<file path="src/rtl/spi_pkt_reader.sv">
// spi_pkt_reader
//   SPI master (mode 0, MSB first) that reads one packet from the packet
//   receiver's SPI slave. Each byte is read in its own chip-select frame,
//   and cmd_byte is sent on MOSI in every frame. Raising CS between frames
//   moves the slave on to its next byte.
//
//   Parameters
//     CLK_DIV : clk cycles per SCK half-period (>= 2)
//     NBYTES  : bytes per packet (1..16)
//     GAP     : clk cycles CS stays high between frames (>= 2)
//
//   Ports
//     clk      in   system clock
//     rst      in   asynchronous, active-high reset
//     start    in   one-cycle request, only looked at in IDLE
//     cmd_byte in   byte sent on MOSI, captured when start is accepted
//     MISO     in   serial data from the slave
//     SCK      out  SPI clock, idles low
//     CS       out  chip select, active low
//     MOSI     out  serial data to the slave
//     busy     out  high while a packet is in progress
//     done     out  one-cycle pulse when pkt_out is updated
//     pkt_out  out  received packet, first byte in the MSBs
//
//   state | meaning
//   ------+-----------------------------------------------------------
//   IDLE  | waiting for start; CS high, SCK low
//   SETUP | CS low, SCK low for one half-period; MOSI already holds bit 7
//   SHIFT | SCK toggling; 8 clock pulses, then one trailing low half-period
//   HOLD  | CS low, SCK low for one half-period; byte stored on exit
//   GAP   | CS high for GAP cycles; then next frame or finish the packet
module spi_pkt_reader #(
    parameter int CLK_DIV = 4,
    parameter int NBYTES  = 8,
    parameter int GAP     = 4
) (
    input  logic                  clk,
    input  logic                  rst,
    input  logic                  start,
    input  logic [7:0]            cmd_byte,
    input  logic                  MISO,
    output logic                  SCK,
    output logic                  CS,
    output logic                  MOSI,
    output logic                  busy,
    output logic                  done,
    output logic [8*NBYTES-1:0]   pkt_out
);

    localparam int DIV_W = $clog2(CLK_DIV);
    localparam int GAP_W = $clog2(GAP);
    localparam logic [DIV_W-1:0] DIV_LAST  = DIV_W'(CLK_DIV - 1);
    localparam logic [GAP_W-1:0] GAP_LAST  = GAP_W'(GAP - 1);
    localparam logic [3:0]       BYTE_LAST = 4'(NBYTES - 1);

    typedef enum logic [2:0] {
        S_IDLE,
        S_SETUP,
        S_SHIFT,
        S_HOLD,
        S_GAP
    } state_t;

    state_t              state, state_n;
    logic [DIV_W-1:0]    div_cnt, div_cnt_n;
    logic [GAP_W-1:0]    gap_cnt, gap_cnt_n;
    logic [4:0]          tog_cnt, tog_cnt_n;
    logic [3:0]          byte_cnt, byte_cnt_n;
    logic [7:0]          cmd_reg, cmd_reg_n;
    logic [6:0]          tx_sr, tx_sr_n;
    logic [7:0]          rx_sr, rx_sr_n;
    logic [8*NBYTES-1:0] asm_reg, asm_reg_n;
    logic [8*NBYTES-1:0] pkt_out_n;
    logic                sck_n, cs_n, mosi_n, busy_n, done_n;
    logic                div_tick;
    logic [DIV_W-1:0]    div_adv;

    assign div_tick = (div_cnt == DIV_LAST);
    assign div_adv  = div_tick ? '0 : div_cnt + DIV_W'(1);

    always_ff @(posedge clk or posedge rst) begin
        if (rst) begin
            state    <= S_IDLE;
            div_cnt  <= '0;
            gap_cnt  <= '0;
            tog_cnt  <= '0;
            byte_cnt <= '0;
            cmd_reg  <= '0;
            tx_sr    <= '0;
            rx_sr    <= '0;
            asm_reg  <= '0;
            pkt_out  <= '0;
            SCK      <= 1'b0;
            CS       <= 1'b1;
            MOSI     <= 1'b0;
            busy     <= 1'b0;
            done     <= 1'b0;
        end else begin
            state    <= state_n;
            div_cnt  <= div_cnt_n;
            gap_cnt  <= gap_cnt_n;
            tog_cnt  <= tog_cnt_n;
            byte_cnt <= byte_cnt_n;
            cmd_reg  <= cmd_reg_n;
            tx_sr    <= tx_sr_n;
            rx_sr    <= rx_sr_n;
            asm_reg  <= asm_reg_n;
            pkt_out  <= pkt_out_n;
            SCK      <= sck_n;
            CS       <= cs_n;
            MOSI     <= mosi_n;
            busy     <= busy_n;
            done     <= done_n;
        end
    end

    always_comb begin
        state_n    = state;
        div_cnt_n  = div_cnt;
        gap_cnt_n  = gap_cnt;
        tog_cnt_n  = tog_cnt;
        byte_cnt_n = byte_cnt;
        cmd_reg_n  = cmd_reg;
        tx_sr_n    = tx_sr;
        rx_sr_n    = rx_sr;
        asm_reg_n  = asm_reg;
        pkt_out_n  = pkt_out;
        sck_n      = SCK;
        cs_n       = CS;
        mosi_n     = MOSI;
        busy_n     = busy;
        done_n     = 1'b0;

        case (state)
            S_IDLE: begin
                if (start) begin
                    cmd_reg_n  = cmd_byte;
                    tx_sr_n    = cmd_byte[6:0];
                    mosi_n     = cmd_byte[7];
                    byte_cnt_n = '0;
                    div_cnt_n  = '0;
                    cs_n       = 1'b0;
                    busy_n     = 1'b1;
                    state_n    = S_SETUP;
                end
            end

            // The first rising SCK edge is issued on the SETUP exit edge,
            // so it counts as toggle 1 of 16.
            S_SETUP: begin
                div_cnt_n = div_adv;
                if (div_tick) begin
                    sck_n     = 1'b1;
                    rx_sr_n   = {rx_sr[6:0], MISO};
                    tog_cnt_n = 5'd1;
                    state_n   = S_SHIFT;
                end
            end

            // After the 16th toggle SCK stays low for one more half-period
            // before HOLD, which makes the CS-low window 18 half-periods.
            S_SHIFT: begin
                div_cnt_n = div_adv;
                if (div_tick) begin
                    if (tog_cnt == 5'd16) begin
                        state_n = S_HOLD;
                    end else begin
                        sck_n     = ~SCK;
                        tog_cnt_n = tog_cnt + 5'd1;
                        if (!SCK) begin
                            rx_sr_n = {rx_sr[6:0], MISO};
                        end else if (tog_cnt != 5'd15) begin
                            // The last falling edge leaves MOSI on bit 0.
                            mosi_n  = tx_sr[6];
                            tx_sr_n = {tx_sr[5:0], 1'b0};
                        end
                    end
                end
            end

            S_HOLD: begin
                div_cnt_n = div_adv;
                if (div_tick) begin
                    for (int k = 0; k < NBYTES; k++) begin
                        if (byte_cnt == 4'(k)) begin
                            asm_reg_n[8*(NBYTES-k)-1 -: 8] = rx_sr;
                        end
                    end
                    cs_n      = 1'b1;
                    gap_cnt_n = '0;
                    div_cnt_n = '0;
                    state_n   = S_GAP;
                end
            end

            S_GAP: begin
                if (gap_cnt == GAP_LAST) begin
                    div_cnt_n = '0;
                    if (byte_cnt == BYTE_LAST) begin
                        pkt_out_n = asm_reg;
                        done_n    = 1'b1;
                        busy_n    = 1'b0;
                        state_n   = S_IDLE;
                    end else begin
                        byte_cnt_n = byte_cnt + 4'd1;
                        tx_sr_n    = cmd_reg[6:0];
                        mosi_n     = cmd_reg[7];
                        cs_n       = 1'b0;
                        state_n    = S_SETUP;
                    end
                end else begin
                    gap_cnt_n = gap_cnt + GAP_W'(1);
                end
            end

            default: begin
                state_n = S_IDLE;
            end
        endcase
    end

endmodule

</file>
<file path="config.mk">
export PLATFORM = sky130hd
export DESIGN_NAME = spi_pkt_reader
export DESIGN_NICKNAME = d
export VERILOG_FILES = /design/src/rtl/spi_pkt_reader.sv
export SDC_FILE = /design/constraint.sdc
export NUM_CORES = 1
export LEC_CHECK = 0
export CELL_PAD_IN_SITES_DETAIL_PLACEMENT = 0
export CELL_PAD_IN_SITES_GLOBAL_PLACEMENT = 1
export CORE_UTILIZATION = 45
export DETAILED_ROUTE_END_ITERATION = 8
export GPL_ROUTABILITY_DRIVEN = 0
export PLACE_DENSITY_LB_ADDON = 0.2
export SYNTH_ARGS = -nofsm -noshare
export SYNTH_HDL_FRONTEND = slang
export SYNTH_SLANG_ARGS = --single-unit
</file>
<file path="constraint.sdc">
create_clock -name clk -period 6.3 [get_ports clk]
set_clock_uncertainty 0.05 [all_clocks]
set_input_delay 0.63 -clock clk [delete_from_list [all_inputs] [get_ports clk]]
set_output_delay 0.63 -clock clk [all_outputs]
set_load 0.01 [all_outputs]
</file>
==> Word-level counts from Yosys, hierarchy flattened <==
Index checks and enable logic that the tools add are counted.
{ "classes": {"addsub": 4, "eq_ne": 28, "n_mux": 60, "bitwise_logic": 1, "n_reduce_logical": 28} }
{ "op_table": {"columns": ["operator", "count"], "rows": [
  ["2-to-1 mux 7 bit", 7],
  ["AND reduction 3 bit", 11],
  ["2-to-1 mux 8 bit", 4],
  ["!= test 2 bit, second input constant", 13],
  ["one-hot mux 7 bit (3 select lines)", 1],
  ["2-to-1 mux 1 bit", 20],
  ["2-to-1 mux 3 bit", 6],
  ["== test 4 x 3 -> 1 bit, second input constant", 4],
  ["one-hot mux 8 bit (2 select lines)", 1],
  ["2-to-1 mux 5 bit", 3],
  ["one-hot mux 3 bit (5 select lines)", 1],
  ["2-to-1 mux 2 bit", 6],
  ["2-to-1 mux 4 bit", 3],
  ["AND reduction 4 bit", 3],
  ["one-hot mux 5 bit (2 select lines)", 1],
  ["AND reduction 5 bit", 2],
  ["== test 4 x 2 -> 1 bit, second input constant", 2],
  ["one-hot mux 2 bit (4 select lines)", 1],
  ["one-hot mux 4 bit (2 select lines)", 1],
  ["AND reduction 8 bit", 1],
  ["== test 3 x 2 -> 1 bit, second input constant", 2],
  ["one-hot mux 1 bit (3 select lines)", 2],
  ["AND reduction 6 bit", 1],
  ["nonzero test 2 bit", 3],
  ["other kinds (18)", 22]
]} }
{ "word_totals": {"reg_bits": 172, "inputBits": 12, "out_inout_bits": 69, "wordCells": 143} }

==> Longest topological paths before layout <==
Gate-level depths: netlist (run 1).
{ "logic_depth": {"depth_word": 6, "depth_mapped": 8, "mapped_depth_nobuf": 7} }

==> Least setup slack after synthesis (run 1) <==
OpenSTA, ideal clock, no wires.
{ "synth_timing": {"path_kind": "flip-flop to flip-flop", "startpoint": "register tog_cnt[0]", "endpoint": "register MOSI", "setup_time_ns": 0.125, "arrival_time_ns": 1.999, "t_required_ns": 6.125, "setup_slack_ns": 4.126, "stages_incl_launch_ff": 8, "n_path_buf": 0, "synth_period_minus_slack_ns": 2.174, "path_cell_list": "dfrtp_1 > ha_1 > and3_1 > ha_1 > inv_1 > a2bb2oi_1 > a2111oi_4 > mux2_2"} }
{ "synth_via": {"elab_chain_len": 3, "elab_cells_between_ends": 5, "classes_between": "eq/ne: 4; reduce/logical: 1"} }
{ "synth_lines": {"columns": ["element", "line", "rtl"], "rows": [
  ["start, declared", "67", "logic [4:0] tog_cnt, tog_cnt_n;"],
  ["start signal, assigned", "102", "tog_cnt <= tog_cnt_n;"],
  ["!= test 5 x 4 -> 1 bit / == test 5 bit (equally long branches)", "172, 165", null],
  ["!= test 2 bit (no source line)", null, null],
  ["AND reduction 8 bit (no source line) *", null, null],
  ["end signal, assigned", "111", "MOSI <= mosi_n;"],
  ["end, declared", "44", "output logic MOSI,"]
]} }
Mark *: on every way between the ends. The rest lies on a longest branch, timed or not.
A chain may end at the register's enable or synchronous reset.

==> Final worst setup path (run 1) <==
{ "layout_timing": {"startpoint": "register state[0]", "endpoint": "register asm_reg[56]"} }
{ "layout_via": {"elab_chain_len": 2} }
{ "layout_lines": {"columns": ["element", "line", "rtl"], "rows": [
  ["start, declared", "64", "state_t state, state_n;"],
  ["start signal, assigned", "99", "state <= state_n;"],
  ["== test 3 x 2 -> 1 bit", "134", "case (state)"],
  ["AND reduction 3 bit (no source line)", null, null],
  ["end signal, assigned", "107", "asm_reg <= asm_reg_n;"],
  ["end, declared", "72", "logic [8*NBYTES-1:0] asm_reg, asm_reg_n;"]
]} }
No other way between the ends.

==> impl_metrics.py, run 1 <==
metrics = {
    "power": {
        "internal_power_mw": 2.094,
        "clockPowerShare_pct": 34.2,
        "p_switching_uw": 803.6,
        "p_per_area_mw_per_mm2": 340.7,
        "switching_share_pct": 27.73,
        "p_comb_share_pct": 15.5,
        "p_leak_nw": 4.081,
        "pwr-share-seq_pct": 50.3,
        "worst_ir_drop_vdd_uv": 235.5,
    },
    "clock_network": {
        "cts_buffers": 17,
        "postCtsSetupBuffers": 0,
        "cts_tree": "yes",
        "clkTransAtPathRegs_ps": 60,
        "clock_tree.root_cell": "clkbuf_16",
        "clkSinkCount": 172,
        "clock_latency_ps": 420,
        "holdBufCountCts": 0,
        "htreeDepth": 4,
        "cts_resized": 0,
        "clockBufferDepth": 2,
    },
    "yosys": {
        "ys_ff_latch": 172,
        "ys.flop_type": "dfrtp_1",
        "ys_seq_area_share_pct": 61.61,
        "yosysMostFrequentCell": "dfrtp_1",
        "syn_inst": 473,
        "yosysTopAreaCell": "dfrtp_1",
        "yosys_warnings": 0,
        "avgSynthCellArea_um2": 14.77,
        "syn_nets": 494,
        "synth_top_area_share_pct": 61.24,
        "synth.distinct_cells": 49,
        "synth-edff-count": 0,
        "synth_area_leaders": "dfrtp_1 (61%), mux2_2 (24%), ha_1 (1.6%)",
        "synth_common_cells": "dfrtp_1 (171), mux2_2 (152), inv_1 (14), ha_1 (9), nand2_1 (9)",
        "synthArstFlopShare_pct": 100.0,
        "synth_area_mm2": 0.006988,
    },
    "critical_path": {
        "slowest_stage": "dfrtp_1",
        "cp-end-kind": "register",
        "critPathMaxStageDelay_ps": 810,
        "critPathKind": "reg -> reg",
        "worstPathArrival_ps": 2870,
        "path_delay_family": "simple AND/OR/NAND/NOR gates",
        "worstSetupStartpointType": "register",
        "crit_fanout": 22,
        "required_ps": 6560,
        "worstPathBufferInverterCount": 0,
        "crit_chain": "nand4b_1 > nor3_1 > nand2_2 > mux2_2",
    },
    "layout": {
        "nets": 571,
        "layout-drive-gt1-share_pct": 34.16,
        "antenna_cells": 0,
        "final_cells": 750,
        "fillers": 1232,
        "area_growth_pct": 21.74,
    },
    "global_routing": {
        "grt_max_degree": 111,
        "grt_usage_pct": 18.01,
        "first_global_vias": 4180,
        "grt_overflow": 0,
        "grt_pass1_wl_um": 21750,
        "antenna_found_initial": 0,
    },
    "sta": {
        "rsz0062_at_grt": "no",
        "fin_crit_ps": 2615,
        "slew_headroom_pct": 35.89,
        "final-setup-viol-count": 0,
        "setup-tns-final_ps": 0,
        "final_hold_viol_count": 0,
        "fmax_ghz": 0.3825,
        "post-route-period-util_pct": 41.50,
        "worst_pin_slew_ps": 961.6,
        "slew_violations": 0,
        "hold_slack_ps": 419.4,
    },
    "die": {
        "ios": 81,
        "rows": 45,
        "core_area_mm2": 0.01520,
        "die_w_um": 126.6,
        "die_area_mm2": 0.01603,
        "die_h_um": 126.6,
        "start_util_pct": 45.97,
    },
    "route": {
        "num_vias": 3984,
        "drt_iter0_drc": 178,
        "avgViaCountPerCell": 5.312,
        "firstDrtPassIters": 4,
        "wl_um": 13080,
        "drcViolationCount": 0,
        "avgRoutedWirePerCell_um": 17.44,
        "drtAntennaViolNets": 0,
    },
    "place": {
        "dp_cells": 719,
        "hpwlAfterDp_um": 8478,
        "portBuffers": 80,
    },
    "min_path": {
        "hold_class": "reg -> reg",
    },
    "run_status": {
        "status": "finished, final reports clean",
    },
    "flow_run": {
        "cap_violations": 0,
    },
}
## final timing paths
path	startpoint	endpoint	slack [ps]	depth (start not counted)
min reg2reg	CS	CS	420	2
max in group asynchronous	rst	asm_reg[38]	4070	3
max reg2reg	state[0]	asm_reg[56]	3690	4
min	CS	CS	420	2
max	state[0]	asm_reg[56]	3690	4
min in group asynchronous	rst	tog_cnt[1]	740	2
## cells by family after synthesis
family / after synthesis / share of synthesized area [%]
xor gates and xnor gates: 2 / 0.2507
muxes: 156 / 25.09
DFF: 172 / 61.61
buffers and inverters: 38 / 2.220
and+or+nand+nor: 49 / 4.047
AOI/OAI and AO/OA: 47 / 5.175
adders and majority gates: 9 / 1.611
## per-stage QoR
step | power [mW] | instance area, um2 | worst slack, ps | utilization, %
global route | 3.047 | 8507 | 3491 | 55.96
floorplan | 1.776 | 6988 | 961.5 | -
finish | 2.898 | 8507 | 3685 | 55.96
global placement | 1.915 | 7941 | 3565 | 52.24
detailed placement | 1.938 | 7941 | 3516 | 52.24
CTS | 2.937 | 8507 | 3661 | 55.96
## power by group through the flow
stage / clock, mW / sequential [mW] / combinational, mW
floorplan: 0 / 1.34 / 0.434
global placement: 0 / 1.48 / 0.438
detailed placement: 0 / 1.48 / 0.456
CTS: 1.02 / 1.46 / 0.456
global route: 1.06 / 1.49 / 0.501
finish: 0.992 / 1.46 / 0.449
## final cells by class
type	count	area [um2]	share of cell area (%)
Tap cell	188	235.2	2.765
Multi-Input combinational cell	263	2527	29.71
Timing Repair Buffer	82	815.8	9.590
Sequential cell	172	4305	50.61
Clock buffer	26	509.2	5.986
Inverter	14	57.56	0.6766
Clock inverter	5	56.30	0.6619
## routing by layer
layer / routed length (um) / up-vias / track usage (%)
li1: - / 1852 / -
met4: 247 / 0 / 8.079
met2: 6575 / 70 / 30.32
met3: 360 / 20 / 3.880
met1: 5897 / 2042 / 22.38
met5: 0 / - / 0
## worst reg2reg max path: stages (launching register included)
cell and delay (ps):
dfrtp_1 810, nand4b_1 350, nor3_1 630, nand2_2 310, mux2_2 340
## layout by cell type, fill, tap and decap left out, drive strengths merged, types with 4 or more instances in the layout
cell type	synthesis	layout
o21ai	10	10
inv	14	15
ha	9	9
nor2	8	8
nor2b	5	5
dfrtp	171	171
clkdlybuf4s50	0	80
clkbuf	9	26
nand2	13	13
a22oi	7	7
mux2	153	153
a21oi	4	4
o2bb2ai	8	8
No activity file was read; power rests on OpenSTA's default activity.
==> run 2, diff against run 1 <==
Settings changed: CORE_UTILIZATION 45 to 42.
Clock period 6.3 ns to 2.4 ns, I/O delays scaled along.
==> run 2 against run 1 <==
Compared with the run above:
- cell count increased by 6.0%
- critical path depth increased by 4
- fmax increased by 17%
- non-clock buffer count increased by 16
- clock power increased to 2.7 times the previous value
- clock-buffer cell count decreased by 5
- power increased to 2.7 times the previous value
- largest cell class unchanged
- largest power group unchanged
==> impl_metrics.py, run 2 (same netlist as run 1, synthesis figures left out) <==
metrics = {
    "global_routing": {
        "top_usage_layer": "met2",
        "antenna_found_initial": 0,
        "grt_overflow": 0,
        "grt_usage_pct": 17.53,
        "met2_usage_pct": 28.66,
        "first_global_vias": 4209,
        "met3_usage_pct": 3.787,
        "grt_pass1_wl_um": 22270,
        "grt_max_degree": 52,
        "use_met1_pct": 22.78,
    },
    "layout": {
        "final_cell_mix": "dfrtp_1 (171), mux2_2 (152), clkdlybuf4s50_1 (80), clkbuf_16 (17)",
        "final_util_pct": 54.34,
        "area_growth_pct": 24.87,
        "layout_commonest_cell": "dfrtp_1",
        "nets": 587,
        "antenna_cells": 0,
        "layout-drive-gt1-share_pct": 36.27,
    },
    "sta": {
        "worst_pin_slew_ps": 621.1,
        "final_hold_viol_count": 0,
        "fmax_ghz": 0.4456,
        "fin_crit_ps": 2244,
        "slew_headroom_pct": 58.51,
        "hold_slack_ps": 199.4,
        "rsz0062_at_grt": "no",
        "final-setup-viol-count": 0,
        "setup-tns-final_ps": 0,
        "slew_violations": 0,
        "post-route-period-util_pct": 93.51,
    },
    "clock_network": {
        "clockBufferDepth": 2,
        "clkTransAtPathRegs_ps": 60,
        "clock_latency_ps": 420,
        "cts_tree": "yes",
        "cts_resized": 0,
        "cts_buffers": 17,
        "clock_tree.root_cell": "clkbuf_16",
        "holdBufCountCts": 0,
        "htreeDepth": 4,
        "postCtsSetupBuffers": 0,
        "clkSinkCount": 172,
    },
    "die": {
        "die_area_mm2": 0.01716,
        "die_w_um": 131.0,
        "core_area_mm2": 0.01606,
        "rows": 46,
        "ios": 81,
        "die_h_um": 131.0,
        "start_util_pct": 43.52,
    },
    "place": {
        "hpwlAfterDp_um": 9055,
        "portBuffers": 80,
    },
    "critical_path": {
        "crit_chain": "ha_1 > and3_1 > ha_1 > inv_1 > a2bb2oi_1 > a2111oi_4 > buf_4 > mux2_2",
        "critPathKind": "reg -> reg",
        "worstSetupStartpointType": "register",
        "worstPathBufferInverterCount": 2,
        "critPathMaxStageDelay_ps": 430,
        "cp-end-kind": "register",
        "required_ps": 2650,
        "slowest_stage": "dfrtp_1",
        "cpMostUsedCell": "ha_1",
        "crit_fanout": 8,
        "path_delay_family": "flip-flops",
        "worstPathArrival_ps": 2500,
    },
    "route": {
        "avgRoutedWirePerCell_um": 16.92,
        "drcViolationCount": 0,
        "avgViaCountPerCell": 5.118,
        "firstDrtPassIters": 4,
        "drtAntennaViolNets": 0,
        "drt_iter0_drc": 152,
        "wl_um": 13450,
        "num_vias": 4069,
    },
    "flow_run": {
        "cap_violations": 0,
    },
    "min_path": {
        "hold_class": "in -> async",
    },
    "power": {
        "p_per_area_mw_per_mm2": 888.8,
        "p_leak_nw": 4.182,
        "worst_ir_drop_vdd_uv": 522.1,
    },
    "run_status": {
        "status": "finished, final reports clean",
    },
}
## run 2: routing by layer
layer | share of wire, % | vias to the layer above | wire length, um
li1 | - | 1891 | -
met4 | 1.6 | 0 | 217
met3 | 3.3 | 17 | 439
met5 | 0 | - | 0
met2 | 49 | 73 | 6643
met1 | 46 | 2088 | 6147
## run 2: worst paths after layout
| kind | depth (start not counted) | startpoint | end | slack, ps |
|---|---|---|---|---|
| min reg2reg | 2 | CS | CS | 420 |
| max in group asynchronous | 3 | rst | CS | 1420 |
| max reg2reg | 8 | tog_cnt[0] | tx_sr[1] | 160 |
| min in group clk | 2 | MISO | rx_sr[0] | 390 |
| max | 8 | tog_cnt[0] | tx_sr[1] | 160 |
| min | 2 | rst | asm_reg[29] | 200 |
## run 2: power by group
part / switching [mW] / leakage, nW / internal (mW)
combinational: 0.639 / 1.58 / 0.736
sequential: 0.460 / 2.33 / 3.29
clock: 1.07 / 0.277 / 1.55
total: 2.17 / 4.18 / 5.58
## run 2: area by class of cell
cell class              count  area [um2]
clock inverters            11       117.6
well taps                 216       270.3
repair buffers             98       998.5
flip-flops and latches    172        4305
clock buffers              21       450.4
fillers                  1328        7332
inverters                  14       56.30
multi-input cells         263        2527
## run 2: stage by stage
step	cell area, um2	cells	power (mW)	setup WS [ps]
3_5_place_dp	8158	763	5.200	178.7
6_report	8726	795	7.756	155.8
3_3_place_gp	8158	763	5.138	210.1
2_1_floorplan	6992	473	4.663	-85.87
4_1_cts	8726	795	7.865	156.6
5_1_grt	8726	795	8.194	57.82
